===== src/rtl/pontuacao_multi.sv =====
// pontuacao_multi: match scoreboard with rising-edge round detection, saturating per-player scores
// and thermometer LED bars. Define PONTUACAO_BLINK_EN to blink the champion's bar while in OVER.
module pontuacao_multi #(
    parameter int unsigned NPLAYERS   = 2,
    parameter int unsigned WIN_ROUNDS = 3,
    parameter int unsigned LED_W      = 16,
    parameter int unsigned BLINK_DIV  = 25_000_000
) (
    input  logic                  clock,
    input  logic                  reset,
    input  logic [NPLAYERS-1:0]   win_in,
    input  logic                  new_match,
    output logic [LED_W-1:0]      LED,
    output logic [4*NPLAYERS-1:0] score,
    output logic                  match_over,
    output logic [1:0]            champion,
    output logic                  round_ack,
    output logic                  conflict
);
    localparam int unsigned SliceW = LED_W / NPLAYERS;

    if (NPLAYERS < 2 || NPLAYERS > 4) begin : g_bad_nplayers
        $error("NPLAYERS must be in 2..4");
    end
    if (LED_W % NPLAYERS != 0) begin : g_bad_led_w
        $error("LED_W must be a multiple of NPLAYERS");
    end
    if (WIN_ROUNDS < 1 || WIN_ROUNDS > SliceW || WIN_ROUNDS > 15) begin : g_bad_win_rounds
        $error("WIN_ROUNDS must be in 1..LED_W/NPLAYERS and fit a 4-bit score");
    end
    if (BLINK_DIV < 2) begin : g_bad_blink_div
        $error("BLINK_DIV must be at least 2");
    end

    typedef enum logic [0:0] {StPlay, StOver} state_e;

    state_e                     state_q, state_d;
    logic [NPLAYERS-1:0]        win_q;
    logic [NPLAYERS-1:0][3:0]   scores_q, scores_d;
    logic [1:0]                 champion_q, champion_d;
    logic                       round_ack_q, round_ack_d;
    logic                       conflict_q, conflict_d;

    logic [NPLAYERS-1:0]        rise;
    logic                       rise_any, rise_single, rise_multi;
    logic [1:0]                 rise_idx;
    logic                       win_hit;
    logic                       blank;

    assign rise        = win_in & ~win_q;
    assign rise_any    = |rise;
    assign rise_single = rise_any && ((rise & (rise - NPLAYERS'(1))) == '0);
    assign rise_multi  = rise_any && !rise_single;

    // win_hit is only meaningful when exactly one rise bit is set.
    always_comb begin
        rise_idx = '0;
        win_hit  = 1'b0;
        for (int i = 0; i < NPLAYERS; i++) begin
            if (rise[i]) begin
                rise_idx = 2'(i);
                win_hit  = win_hit | (scores_q[i] == 4'(WIN_ROUNDS - 1));
            end
        end
    end

    always_ff @(posedge clock) begin
        if (reset) begin
            state_q <= StPlay;
        end else begin
            state_q <= state_d;
        end
    end

    always_comb begin
        state_d = state_q;
        unique case (state_q)
            StPlay:  if (rise_single && win_hit) state_d = StOver;
            StOver:  if (new_match) state_d = StPlay;
            default: state_d = StPlay;
        endcase
    end

    always_comb begin
        scores_d    = scores_q;
        champion_d  = champion_q;
        round_ack_d = 1'b0;
        conflict_d  = 1'b0;
        unique case (state_q)
            StPlay: begin
                if (rise_single) begin
                    for (int i = 0; i < NPLAYERS; i++) begin
                        if (rise[i]) scores_d[i] = scores_q[i] + 4'd1;
                    end
                    round_ack_d = 1'b1;
                    if (win_hit) champion_d = rise_idx;
                end else if (rise_multi) begin
                    conflict_d = 1'b1;
                end
            end
            StOver: begin
                if (new_match) begin
                    scores_d   = '0;
                    champion_d = '0;
                end
            end
            default: ;
        endcase
    end

    // win_q loads all-ones on reset so a level held through reset is not a rise.
    always_ff @(posedge clock) begin
        if (reset) begin
            win_q       <= '1;
            scores_q    <= '0;
            champion_q  <= '0;
            round_ack_q <= 1'b0;
            conflict_q  <= 1'b0;
        end else begin
            win_q       <= win_in;
            scores_q    <= scores_d;
            champion_q  <= champion_d;
            round_ack_q <= round_ack_d;
            conflict_q  <= conflict_d;
        end
    end

`ifdef PONTUACAO_BLINK_EN
    localparam int unsigned     CntW   = $clog2(BLINK_DIV);
    localparam logic [CntW-1:0] CntMax = CntW'(BLINK_DIV - 1);

    logic [CntW-1:0] blink_cnt_q, blink_cnt_d;
    logic            blink_off_q, blink_off_d;

    // Held clear outside a steady OVER period so every match end starts lit.
    always_comb begin
        blink_cnt_d = '0;
        blink_off_d = 1'b0;
        if (state_q == StOver && state_d == StOver) begin
            if (blink_cnt_q == CntMax) begin
                blink_cnt_d = '0;
                blink_off_d = ~blink_off_q;
            end else begin
                blink_cnt_d = blink_cnt_q + CntW'(1);
                blink_off_d = blink_off_q;
            end
        end
    end

    always_ff @(posedge clock) begin
        if (reset) begin
            blink_cnt_q <= '0;
            blink_off_q <= 1'b0;
        end else begin
            blink_cnt_q <= blink_cnt_d;
            blink_off_q <= blink_off_d;
        end
    end

    assign blank = (state_q == StOver) && blink_off_q;
`else
    assign blank = 1'b0;
`endif

    always_comb begin
        match_over = (state_q == StOver);
        champion   = match_over ? champion_q : 2'd0;
        round_ack  = round_ack_q;
        conflict   = conflict_q;
        score      = scores_q;
    end

    always_comb begin
        LED = '0;
        for (int i = 0; i < NPLAYERS; i++) begin
            for (int j = 0; j < SliceW; j++) begin
                LED[i*SliceW + j] = (j < int'(scores_q[i])) && !(blank && (champion_q == 2'(i)));
            end
        end
    end

endmodule


===== config.mk =====
export PLATFORM = sky130hd
export DESIGN_NAME = pontuacao_multi
export DESIGN_NICKNAME = d
export VERILOG_FILES = /design/src/rtl/pontuacao_multi.sv
export SDC_FILE = /design/constraint.sdc
export NUM_CORES = 1
export LEC_CHECK = 0
export CAP_MARGIN = 20
export CORE_ASPECT_RATIO = 1.2
export CORE_MARGIN = 3
export CORE_UTILIZATION = 48
export CTS_BUF_LIST = sky130_fd_sc_hd__clkbuf_2
export CTS_CLUSTER_DIAMETER = 150
export CTS_CLUSTER_SIZE = 20
export DETAILED_ROUTE_END_ITERATION = 10
export GPL_TIMING_DRIVEN = 1
export PLACE_DENSITY = 0.88
export SETUP_SLACK_MARGIN = 0.05
export SLEW_MARGIN = 20
export SYNTH_ARGS = -nofsm -noshare
export SYNTH_HDL_FRONTEND = slang
export SYNTH_SLANG_ARGS = --single-unit

===== constraint.sdc =====
create_clock -name clock -period 3 [get_ports clock]
set_clock_uncertainty 0.2 [all_clocks]
set_input_delay 0.3 -clock clock [delete_from_list [all_inputs] [get_ports clock]]
set_output_delay 0.3 -clock clock [all_outputs]
set_load 0.005 [all_outputs]

# ---- Yosys cells after proc, flatten, opt, wreduce, memory -nomap -nowiden
# Cells that the tools add are included.
dict set report word_totals {
  reg_bits 15
  out_inout_bits 29
  elab_cells 67
}
dict set report op_classes {
  addsub 3
  order_cmp 16
  n_eq_ne 7
  n_mux 18
  bitwise 5
  reduce_logical 11
}
# op n
set ops {}
lappend ops {{3-bit by 4-bit < comparator with 1-bit output (first input constant)} 8}
lappend ops {{1-bit by 4-bit < comparator with 1-bit output (first input constant)} 4}
lappend ops {{2-bit by 4-bit < comparator with 1-bit output (first input constant)} 4}
lappend ops {{8-bit 2-to-1 mux} 2}
lappend ops {{8-bit case mux with 2 select lines} 1}
lappend ops {{2-bit inequality test (second input constant)} 5}
lappend ops {{3-bit AND reduction} 3}
lappend ops {{4-bit by 1-bit adder with 4-bit output (second input constant)} 2}
lappend ops {{4-bit by 2-bit == test with 1-bit output (second input constant)} 2}
lappend ops {{2-bit 2-to-1 mux} 4}
lappend ops {{4-bit 2-to-1 mux} 2}
lappend ops {{1-bit 2-to-1 mux} 7}
lappend ops {{2-bit AND} 2}
lappend ops {{2-bit case mux with 2 select lines} 1}
lappend ops {{2-bit OR reduction} 2}
lappend ops {{1-bit logical AND} 3}
lappend ops {{3-bit OR reduction} 1}
lappend ops {{2-bit logical NOT} 1}
lappend ops {{2-bit inverter} 1}
lappend ops {{1-bit case mux with 2 select lines} 1}
lappend ops {{2-bit by 1-bit subtractor with 2-bit output (second input constant)} 1}
lappend ops {{1-bit logical NOT} 1}
lappend ops {{1-bit inverter} 1}
lappend ops {{1-bit OR} 1}

# ---- Depth between registers and ports, before layout
dict set report logic_depth {
  word_depth 9
  ltp_mapped 5
  depth_no_buf 5
}

# ---- Least setup slack after synthesis
# No wires, ideal clock.
dict set report synth_timing {
  path_kind {input port to flip-flop}
  startpoint {in win_in[0]}
  endpoint {reg champion_q[0]}
  setup_ns 0.072
  t_arrival_ns 1.501
  required_ns 2.728
  setup_slack_ns 1.227
  cell_stages 5
  n_path_buf 0
  cell_sequence {nor2b_1 ha_1 and4bb_2 a32oi_1 mux2i_1}
}
dict set report synth_via {
  elab_chain_cells 7
  word_cells_on_any_way 12
  classes_between {1 x add/sub; 2 x eq/ne; 2 x mux; 3 x bitwise; 4 x reduce/logical}
}
# item line
set synth_lines {}
lappend synth_lines {{from (decl)} 11} ;# input logic [NPLAYERS-1:0] win_in,
lappend synth_lines {{2-bit AND (*)} 50} ;# assign rise = win_in & ~win_q;
lappend synth_lines {{2-bit by 1-bit subtractor with 2-bit output} 52} ;# assign rise_single = rise_any && ((rise & (rise - NPLAYERS'(1))) == '0);
lappend synth_lines {{2-bit AND} 52}
lappend synth_lines {{2-bit logical NOT} 52}
lappend synth_lines {{1-bit logical AND (*)} 52}
lappend synth_lines {{net rise_single} 45} ;# logic rise_any, rise_single, rise_multi;
lappend synth_lines {{2-bit inequality test (no source line) (*)} n/a}
lappend synth_lines {{3-bit AND reduction (no source line) (*)} n/a}
lappend synth_lines {{to (signal assigned)} 122} ;# champion_q <= champion_d;
lappend synth_lines {{to (decl)} 40} ;# logic [1:0] champion_q, champion_d;
# Mark *: on every way through the listed nets, which the timed path passes. The rest lies on a longest branch.
# A chain may end at the register's enable or synchronous reset.

# ---- Worst setup path in the final report
dict set report layout_timing {
  startpoint {reg scores_q, in the netlist score[3]}
  endpoint {out LED[0]}
}
dict set report layout_via {
  elab_chain_cells 1
}
# item line
set layout_lines {}
lappend layout_lines {{from (decl)} 39} ;# logic [NPLAYERS-1:0][3:0] scores_q, scores_d;
lappend layout_lines {{from (signal assigned)} 121} ;# scores_q <= scores_d;
lappend layout_lines {{1-bit by 4-bit < comparator with 1-bit output} 177} ;# LED[i*SliceW + j] = (j < int'(scores_q[i])) && !(blank && (champion_q == 2'(i)));
lappend layout_lines {{to (decl)} 13} ;# output logic [LED_W-1:0] LED,
# No other way between the ends.

==> summary.md <==
| Metric | Value |
|---|---|
| Post-Route WL | 1904 um |
| Area Overhead vs Synth | 37.64% |
| Worst skew pair latency | about 270 ps |
| Initial antenna violation count | 0 |
| CTS buffer count | 3 |
| Layout Cells excl Fill | approximately 150 |
| DP HPWL | 1491 um |
| Synth warn | 0 |
| Placeable core region | about 1700 um^2 |
| All-Layer GR Usage | between 10% and 20% |
| FF+latch area | around 280 um^2 |
| Slew Viols, Final | 0 |
| Max-cap violations | 0 |
| Placed Instance Area | ~1200 um^2 |
| Largest family of logic cells by synthesized area | simple AND/OR/NAND/NOR gates |
| Syn_area_per_cell | slightly below 9 um^2 |
| FMAX | roughly 440 MHz |
| CP max stage cell | clkdlybuf4s50_1 |
| CP endpoint kind | output pin |
| Row count | 16 |
| Sink of the worst hold path | champion_q[0] |
| Crit path kind | reg -> out |
| Yosys top cell by area | dfxtp_1 |
| Pwr/cell area | 253.1 nW/um^2 |
| Initial DRC count | 4 |
| First-pass GRT wire length | 3270 um |
| Final Hold Fails | 0 |
| Die W | around 45 um |
| Unrepaired setup endpoints after global routing | no |
| DRC viols | 0 |
| Die H | around 53 um |
| R2R Path End | champion_q[0] |
| IO Count | 34 |
| Arrival time worst endpoint | between 1500 and 2000 ps |
| H-tree depth | 1 |
| Pleak | 0.5353 nW |
| Mux share of post-synthesis cell area | 1.149% |
| Setup_tns | 0 ps |
| Filler cells | roughly 140 |
| Number of iterations in the first detailed-routing pass | 4 |
| XOR/XNOR Fraction of Synth Area | 0% |
| CP most frequent cell | or2_2 |
| Syn nets | about 110 |
| Post-synthesis cell area | between 800 and 900 um^2 |
| GRT overflow | 0 |
| Clock slew at reported path FFs | between 100 and 150 ps |
| Starting density of the core | between 50 and 60% |
| Final setup viols | 0 |
| Simple-Gate Fraction of Synth Area | between 30% and 40% |
| Avg Vias per Cell | approximately 5.3 |
| # resized after CTS | 0 |
| WHS | ~310 ps |
| Cells after Synth | between 90 and 100 |
| Max FO, Critical Path | 11 |
| WL/cell | about 13 um |
| CTS sink count | 14 |
| Final WS setup | 732.8 ps |
| # hold bufs at CTS | 0 |
| Post-layout minimum cycle time | approximately 2300 ps |
| Worst path cell trace | or2_2 > or2_2 > clkdlybuf4s50_1 |
| CP peak stage delay | 470 ps |
| Clk root buf | clkbuf_2 |
| Die area | between 2000 and 2500 um^2 |
| Hold depth | 2 |
| Area contributors post-synth | dfxtp_1 (32%), ha_1 (13%), nand4bb_4 (6.3%) |
| Synth unique cells | 25 |
| Post-layout net count | 144 |
| DR vias | between 700 and 800 |
| HP Start | champion_q[0] |
| CP required | 2500 ps |
| Commonest non-fill, non-tap cell in the layout | clkdlybuf4s50_1 |
| Fin area | approximately 1200 um^2 |
| Placer congestion estimate | 0.7516 |
| Most frequent cells in the layout | clkdlybuf4s50_1 (32), dfxtp_1 (14), inv_1 (9), a21oi_1 (9), ha_1 (9) |
| Compound-Gate Fraction of Synth Area | 13.65% |
| HP Class | reg -> reg |
| Top-area cell type share of the netlist area | about 32% |
| Setup Buffers After CTS | 0 |
| Largest net degree at the start of global routing | 12 |
| Place WS | roughly 550 ps |
| Adder-cell area share of the yosys netlist | 12.93% |
| Post-synthesis sequential area ratio | around a third |
| Vias in the first global route | between 700 and 800 |
| Multi-input gate area | roughly 530 um^2 |
| CTS tree | done |
| Port Buf Inserts | 32 |
| Antenna diodes | 0 |
| Part of the cycle the worst path needs | between 70% and 80% |
| Maximum root-to-sink buffer count | 2 |
| Worst R2R Path Depth | 5 |
| Placed instance count | ~140 |
| Layout Utilization | just over 70% |
| Overall Power | 303.4 uW |
| Crit start category | flip-flop |
| Layout cells sized above 1 | ~8.6% |
| Routed Antenna Nets | 0 |
| VDD IR max | 0.2008 mV |
| Seq cells post-synth | 14 |
| RR Startpoint | win_q[1] |
| Flop-to-flop setup slack | 1120 ps |
| Status | completed |
[worst max-delay path, delay by kind of cell (launching register included)]
kind	cells	cell delay (ps)
simple gates	2	610
buf+inv	1	470
flops	1	410
[kinds of logic after synthesis]
logic type | count (synthesis)
AOI/OAI and AO/OA | 20
adders and majority gates | 9
buffers and inverters | 14
DFF | 14
muxes | 1
other | 1
and+or+nand+nor | 39
[layout make-up]
type                    instances  share of cell area, %
repair buffers                 32                  26.72
clock buffers                   3                  1.253
inverters                       9                  2.818
flip-flops and latches         14                  23.38
multi-input cells              70                  43.95
well taps                      18                  1.879
[where the power goes]
group / switching [mW] / internal, mW / total (mW) / leakage, nW
sequential: 0.00238 / 0.189 / 0.191 / 0.114
combinational: 0.0128 / 0.0154 / 0.0281 / 0.409
clock: 0.0569 / 0.0273 / 0.0842 / 0.0125
total: 0.0721 / 0.231 / 0.303 / 0.535
[registers in the layout (all words and copies together) (netlist names)]
name        flops
conflict        1
match_over      1
champion_q      1
round_ack       1
score           8
win_q           2
[metal layers]
layer  global-route usage (%)  part of all wire, %  vias to the layer above
met5                        0                    0                        -
met4                    7.805                  1.2                        0
met3                    3.436                  6.4                        4
met2                    33.01                   51                       27
met1                    21.24                   42                      349
li1                         -                    -                      393
[how the worst max path moves through the flow]
stage                    endpoint  depth (start not counted)      start
CTS                        LED[0]                          3   score[3]
global placement    champion_q[0]                          6  win_in[1]
finish                     LED[0]                          3   score[3]
floorplan           champion_q[0]                          5  win_in[0]
detailed placement  champion_q[0]                          6  win_in[1]
global route               LED[0]                          3   score[2]
[synth_stat cells (all sizes together)]
| cell type | count |
|---|---|
| dfxtp | 14 |
| nor3b | 2 |
| a21o | 6 |
| nor2 | 1 |
| nor2b | 2 |
| or2b | 1 |
| mux2i | 1 |
| nand3 | 5 |
| ha | 9 |
| or3 | 7 |
| a21oi | 9 |
| a32oi | 1 |
| nand2 | 7 |
| buf | 3 |
| inv | 9 |
| nand3b | 2 |
| clkbuf | 2 |
| or2 | 4 |
| nor4b | 1 |
| nand2b | 2 |
| and2 | 1 |
| o21ai | 4 |
| nand4bb | 2 |
| conb | 1 |
| and4bb | 2 |
Note: power is estimated with default switching activity, not from simulation.
